File: config.mk
export PLATFORM = sky130hd
export DESIGN_NAME = traffic_sensor_conditioner
export DESIGN_NICKNAME = d
export VERILOG_FILES = /design/src/rtl/light_package.sv /design/src/rtl/traffic_sensor_conditioner_pkg.sv /design/src/rtl/traffic_sensor_conditioner_lane.sv /design/src/rtl/traffic_sensor_conditioner.sv
export SDC_FILE = /design/constraint.sdc
export NUM_CORES = 1
export LEC_CHECK = 0
export ABC_AREA = 1
export BUFFER_PORTS_ARGS = -buffer_cell sky130_fd_sc_hd__buf_2
export CORE_MARGIN = 10
export CORE_UTILIZATION = 55
export CTS_BUF_LIST = sky130_fd_sc_hd__clkbuf_8
export CTS_CLUSTER_SIZE = 16
export DETAILED_ROUTE_END_ITERATION = 16
export PLACE_DENSITY = 0.77
export SLEW_MARGIN = 20
export SYNTH_ARGS = -nofsm -noshare
export SYNTH_HDL_FRONTEND = slang
export SYNTH_SLANG_ARGS = --single-unit
File: constraint.sdc
create_clock -name clk -period 4.9 [get_ports clk]
set_input_delay 0.245 -clock clk [delete_from_list [all_inputs] [get_ports clk]]
set_output_delay 0.245 -clock clk [all_outputs]
set_load 0.1 [all_outputs]
File: src/rtl/light_package.sv
// Light colour encoding shared with the traffic light controller.
// Sensor conditioning compares feedback against these values.
package light_package;

  typedef enum logic [1:0] {
    red    = 2'd0,
    yellow = 2'd1,
    green  = 2'd2
  } colors;

endpackage

File: src/rtl/traffic_sensor_conditioner_pkg.sv
// Shared constants and lane indices for the sensor conditioner.
// Lane values double as bit positions in lane_fault.
package traffic_sensor_conditioner_pkg;

  localparam int unsigned DEF_DEBOUNCE_CYCLES = 3;
  localparam int unsigned DEF_STUCK_CYCLES    = 256;
  localparam int unsigned N_LANES             = 5;

  typedef enum logic [2:0] {
    L_E_LEFT = 3'd4,
    L_E_STR  = 3'd3,
    L_W_LEFT = 3'd2,
    L_W_STR  = 3'd1,
    L_NS     = 3'd0
  } lane_e;

endpackage

File: src/rtl/traffic_sensor_conditioner_lane.sv
// One detector lane: sync, debounce, request latch,
// stuck-on watchdog and the registered demand output.
module sensor_lane
  import light_package::*;
#(
  parameter int unsigned DEBOUNCE_CYCLES = 3,
  parameter int unsigned STUCK_CYCLES    = 256
) (
  input  logic  clk,
  input  logic  reset,
  input  logic  raw,
  input  colors light,
  output logic  sensor,
  output logic  fault
);

  localparam logic [3:0]  DEB = 4'(DEBOUNCE_CYCLES);
  localparam logic [15:0] STK = 16'(STUCK_CYCLES);

  logic        s1_q, s2_q;
  logic [3:0]  cnt_q, cnt_d;
  logic        stable_q, stable_d;
  logic        req_q, req_d;
  logic [15:0] stuck_q, stuck_d;
  logic        fault_q, fault_d;
  logic        sensor_q, sensor_d;
  logic        rise;

  // Next-state for debounce, latch, watchdog and output.
  always_comb begin
    cnt_d    = '0;
    stable_d = stable_q;
    if (s2_q != stable_q) begin
      if (cnt_q + 4'd1 == DEB) begin
        stable_d = ~stable_q;
      end else begin
        cnt_d = cnt_q + 4'd1;
      end
    end
    rise  = stable_d & ~stable_q;
    req_d = req_q;
    if (rise) begin
      req_d = 1'b1;
    end else if (light == green && !stable_q) begin
      req_d = 1'b0;
    end
    stuck_d = stuck_q;
    if (!stable_q) begin
      stuck_d = '0;
    end else if (stuck_q != 16'hFFFF) begin
      stuck_d = stuck_q + 16'd1;
    end
    fault_d  = fault_q | (stuck_d == STK);
    sensor_d = stable_q | req_q | fault_q;
  end

  // All lane state, cleared asynchronously by reset.
  always_ff @(posedge clk or posedge reset) begin
    if (reset) begin
      s1_q     <= 1'b0;
      s2_q     <= 1'b0;
      cnt_q    <= '0;
      stable_q <= 1'b0;
      req_q    <= 1'b0;
      stuck_q  <= '0;
      fault_q  <= 1'b0;
      sensor_q <= 1'b0;
    end else begin
      s1_q     <= raw;
      s2_q     <= s1_q;
      cnt_q    <= cnt_d;
      stable_q <= stable_d;
      req_q    <= req_d;
      stuck_q  <= stuck_d;
      fault_q  <= fault_d;
      sensor_q <= sensor_d;
    end
  end

  assign sensor = sensor_q;
  assign fault  = fault_q;

endmodule

File: src/rtl/traffic_sensor_conditioner.sv
// Conditions five raw loop detectors into controller demands.
// Each lane is an independent sensor_lane instance.
module traffic_sensor_conditioner
  import light_package::*;
  import traffic_sensor_conditioner_pkg::*;
#(
  parameter int unsigned DEBOUNCE_CYCLES = DEF_DEBOUNCE_CYCLES,
  parameter int unsigned STUCK_CYCLES    = DEF_STUCK_CYCLES
) (
  input  logic       clk,
  input  logic       reset,
  input  logic       raw_e_left,
  input  logic       raw_e_str,
  input  logic       raw_w_left,
  input  logic       raw_w_str,
  input  logic       raw_ns,
  input  colors      e_left_light,
  input  colors      e_str_light,
  input  colors      w_left_light,
  input  colors      w_str_light,
  input  colors      ns_light,
  output logic       e_left_sensor,
  output logic       e_str_sensor,
  output logic       w_left_sensor,
  output logic       w_str_sensor,
  output logic       ns_sensor,
  output logic [4:0] lane_fault
);

  logic [N_LANES-1:0] raw_v;
  logic [N_LANES-1:0] sens_v;
  colors              light_v [N_LANES];

  assign raw_v[L_E_LEFT] = raw_e_left;
  assign raw_v[L_E_STR]  = raw_e_str;
  assign raw_v[L_W_LEFT] = raw_w_left;
  assign raw_v[L_W_STR]  = raw_w_str;
  assign raw_v[L_NS]     = raw_ns;

  assign light_v[L_E_LEFT] = e_left_light;
  assign light_v[L_E_STR]  = e_str_light;
  assign light_v[L_W_LEFT] = w_left_light;
  assign light_v[L_W_STR]  = w_str_light;
  assign light_v[L_NS]     = ns_light;

  for (genvar i = 0; i < N_LANES; i++) begin : g_lane
    sensor_lane #(
      .DEBOUNCE_CYCLES(DEBOUNCE_CYCLES),
      .STUCK_CYCLES   (STUCK_CYCLES)
    ) u_lane (
      .clk   (clk),
      .reset (reset),
      .raw   (raw_v[i]),
      .light (light_v[i]),
      .sensor(sens_v[i]),
      .fault (lane_fault[i])
    );
  end

  assign e_left_sensor = sens_v[L_E_LEFT];
  assign e_str_sensor  = sens_v[L_E_STR];
  assign w_left_sensor = sens_v[L_W_LEFT];
  assign w_str_sensor  = sens_v[L_W_STR];
  assign ns_sensor     = sens_v[L_NS];

endmodule
==> summary.md <==
| Metric | Value |
|---|---|
| Outcome | `complete, no violations` |
| Critical path peak fanout | `10` |
| Die Ht | `137 microns` |
| Placed wire-length estimate after detailed placement | `10.5 mm` |
| Number of buffer and inverter stages on the critical path | `2` |
| Met3 Routed Length | `456 microns` |
| Skew final | `0.00679 ns` |
| CP Class | `flip-flop to flip-flop` |
| Detailed-route wire length | `14.0 mm` |
| Worst ir drop on vdd | `0.293 mV` |
| Later-pin clock latency in the skew report | `0.44 ns` |
| Count of cell types in the netlist | `30` |
| CTS tree | `yes` |
| Per-cell via count in the routed design | `4.99` |
| # port buffers | `26` |
| Final-report setup violation count | `0` |
| Kind of start point of the critical path | `flip-flop` |
| Worst setup slack after placement | `2.99 ns` |
| Cell row count | `42` |
| Initial DRC count | `338` |
| Mapped Cells | `1002` |
| Top Family by Delay on Critical Path | `simple AND/OR/NAND/NOR gates` |
| Pin count of the biggest net entering global routing | `68` |
| RD Place Congestion | `0.889` |
| Ys flop type | `dfrtp_1` |
| # H-tree levels | `4` |
| Maximum frequency from static timing analysis | `518 MHz` |
| Cell Area, Synth | `0.00748 sq mm` |
| First-pass iteration count of the detailed router | `5` |
| Top routing layer used | `met4` |
| Cell taking the most area after synthesis | `dfrtp_1` |
| Number of nets in the finished design | `1071` |
| Share of final-layout standard cells stronger than drive strength 1 | `12.1%` |
| Vias | `6127` |
| Effective utilization at floorplan | `56.3%` |
| CP max stage cell | `dfrtp_1` |
| Hold Path Cell Cnt | `3` |
| GRT Total Usage | `16.1%` |
| Antenna-violating nets left | `0` |
| Remaining global-route overflow | `0` |
| Number of enable-type register cells in the synthesized netlist | `0` |
| Die width | `137 microns` |
| Number of buffers created by CTS | `17` |
| Die Footprint | `0.0187 sq mm` |
| Setup total negative slack | `0 ns` |
| Most frequently used cell type in the post-synthesis netlist | `nand2_1` |
| Final worst path period share | `39.4%` |
| CTS Hold Buffers Added | `6` |
| TritonCTS sink count | `130` |
| Root buffer cell | `clkbuf_8` |
| Number of I/O pins | `27` |
| Post-CTS resize count | `0` |
| Synth top area cells | `dfrtp_1 (43%), nand2_1 (13%), inv_1 (9.1%), nand3_1 (6.2%), nor2_1 (5.3%)` |
| Met1 layer wirelength in the final routing | `6.51 mm` |
| Critical Path, Cell by Cell | `ha_1 > nand3_2 > inv_2 > nand2_2 > nor2_4 > inv_2 > nand3_1 > nand2_1 > nand3_1 > nor2_1 > nand3_1 > nand2_1` |
| Synth top area share | `43.5%` |
| Number of flip-flops and latches in the synthesized netlist | `130` |
| Bufs on Longest Clock Path | `2` |
| RSZ-0062 raised after global routing | `no` |
| Slack of the critical path | `2.97 ns` |
| WP data arrival | `2.26 ns` |
| Post-DR wirelength/cell | `11.4 microns` |
| Sequential share of the synthesized area | `43.5%` |
| Total count of hold-check failures in the final report | `0` |
| Slew of the pin with the lowest slew margin | `0.767 ns` |
| Crit Reg-Reg Endpoint | `g_lane[4].u_lane.fault` |
| Worst hold-check slack | `0.0472 ns` |
| Net Count, Synth | `1034` |
| Critical Path Sink Type | `flip-flop` |
| Final design utilization | `62.0%` |
| Synthesis-to-finish area growth | `10.3%` |
| Synthesis warning total | `0` |
| Register clock-pin slew on the reported worst setup and hold paths | `0.07 ns` |
| Average instance area after synthesis | `7.47 sq um` |
| Most frequent CP cell | `nand3_1` |
| Commonest cells in the synthesized netlist | `nand2_1 (260), inv_1 (181), dfrtp_1 (130)` |
| Final worst path period need | `1.93 ns` |
| Pwr dens | `367 mW/mm^2` |
| Delay of the slowest cell on the worst path | `0.43 ns` |
| Worst max-slew margin expressed relative to the limit | `48.8%` |
| Hold crit path type | `input port to flip-flop` |
| Maximum Capacitance Violations | `0` |
| Core Region | `0.0133 sq mm` |
| Required @ worst endpoint | `5.23 ns` |
| Hold Path End | `g_lane[0].u_lane.req_q` |
| Wire length of the first global-routing pass | `25.1 mm` |
| HP Start | `ns_light[0]` |
| Number of global-route vias before repair | `5837` |
| Met2 layer wire length in the routed design | `6.85 mm` |
| Reg-to-reg setup timing slack | `2.97 ns` |
| Antenna diodes | `0` |
| Startpoint of the worst register-to-register path | `g_lane[4].u_lane.stuck_q[0]` |
| Total count of max-transition violations in the final report | `0` |
| Leakage power | `0.00482 uW` |
| Number of antenna violations at the first check in global routing | `0` |
| Cell depth of the worst flop-to-flop path | `12` |
| Share of flip-flops with an asynchronous set or reset after synthesis | `100%` |
| DRC viols | `0` |
| Buffers inserted by post-CTS timing repair | `0` |
==> stage by stage <==
| step | power, uW | instance area [sq um] | std cells |
|---|---|---|---|
| after floorplan | 1930 | 7480 | 1002 |
| after global placement | 2060 | 7760 | 1190 |
| after detailed placement | 2080 | 7760 | 1190 |
| after CTS | 3060 | 8250 | 1227 |
| after global routing | 3220 | 8250 | 1227 |
| final | 3030 | 8250 | 1227 |
==> layer usage <==
layer,track usage [%],up-vias
met5,0,-
met4,6.86,0
met3,2.60,20
met2,27.3,86
met1,19.9,2840
li1,-,3181
==> placed cells by master (no fill, tap or decap), drive strengths merged <==
| master | count |
|---|---|
| xnor2 | 16 |
| and2 | 1 |
| o21ai | 65 |
| clkinvlp | 3 |
| clkinv | 3 |
| dlygate4sd3 | 6 |
| bufinv | 4 |
| inv | 189 |
| nor3 | 10 |
| xor2 | 14 |
| dfrtp | 130 |
| a21oi | 6 |
| nand4 | 26 |
| buf | 27 |
| nand3b | 4 |
| nand3 | 100 |
| clkbuf | 19 |
| nor2 | 129 |
| ha | 15 |
| nand2 | 280 |
| o21bai | 4 |
==> kinds of logic (layout without fill, tap and decap cells) <==
logic type,after synthesis,in the layout,share of synthesized area [%]
and+or+nand+nor,550,550,34.4
DFF,130,130,43.5
xor gates and xnor gates,30,30,3.51
buffers and inverters,202,251,10.5
adders and majority gates,15,15,2.51
AOI/OAI and AO/OA,75,75,5.60
==> report_power, final <==
part | leakage [uW] | total, uW | internal [uW] | switching (uW)
sequential | 0.00175 | 1420 | 1220 | 203
clock | 0.000216 | 971 | 572 | 400
combinational | 0.00285 | 636 | 191 | 445
==> registers in the layout, summed over array words and instances, names as in the netlist <==
name	cells
g_lane.u_lane.cnt_q	20
g_lane.u_lane.fault	5
g_lane.u_lane.req_q	5
g_lane.u_lane.s1_q	5
g_lane.u_lane.s2_q	5
g_lane.u_lane.sensor	5
g_lane.u_lane.stable_q	5
g_lane.u_lane.stuck_q	80
==> cell type report <==
| type | count | area, sq um |
|---|---|---|
| Sequential cell | 130 | 3250 |
| Fill cell | 1183 | 5050 |
| Timing Repair Buffer | 33 | 198 |
| Tap cell | 176 | 220 |
| Clock buffer | 19 | 262 |
| Inverter | 187 | 707 |
| Multi-Input combinational cell | 670 | 3440 |
| Clock inverter | 12 | 165 |
==> worst max-delay path by stage <==
stage	startpoint	end	slack, ns	cells after the start
final	g_lane[4].u_lane.stuck_q[0]	g_lane[4].u_lane.fault	2.97	12
after global routing	g_lane[4].u_lane.stuck_q[0]	g_lane[4].u_lane.fault	2.72	12
after CTS	g_lane[4].u_lane.stuck_q[0]	g_lane[4].u_lane.fault	2.97	12
after detailed placement	g_lane[4].u_lane.stuck_q[0]	g_lane[4].u_lane.fault	2.99	12
after global placement	g_lane[4].u_lane.stuck_q[0]	g_lane[4].u_lane.fault	3.07	12
after floorplan	reset	g_lane[0].u_lane.cnt_q[0]	1.19	1
==> worst min-delay path: cells and delay by family <==
family,cells,cell delay (ns)
buf+inv,1,0.07
compound gates,2,0.13
No activity file was read; power rests on OpenSTA's default activity.
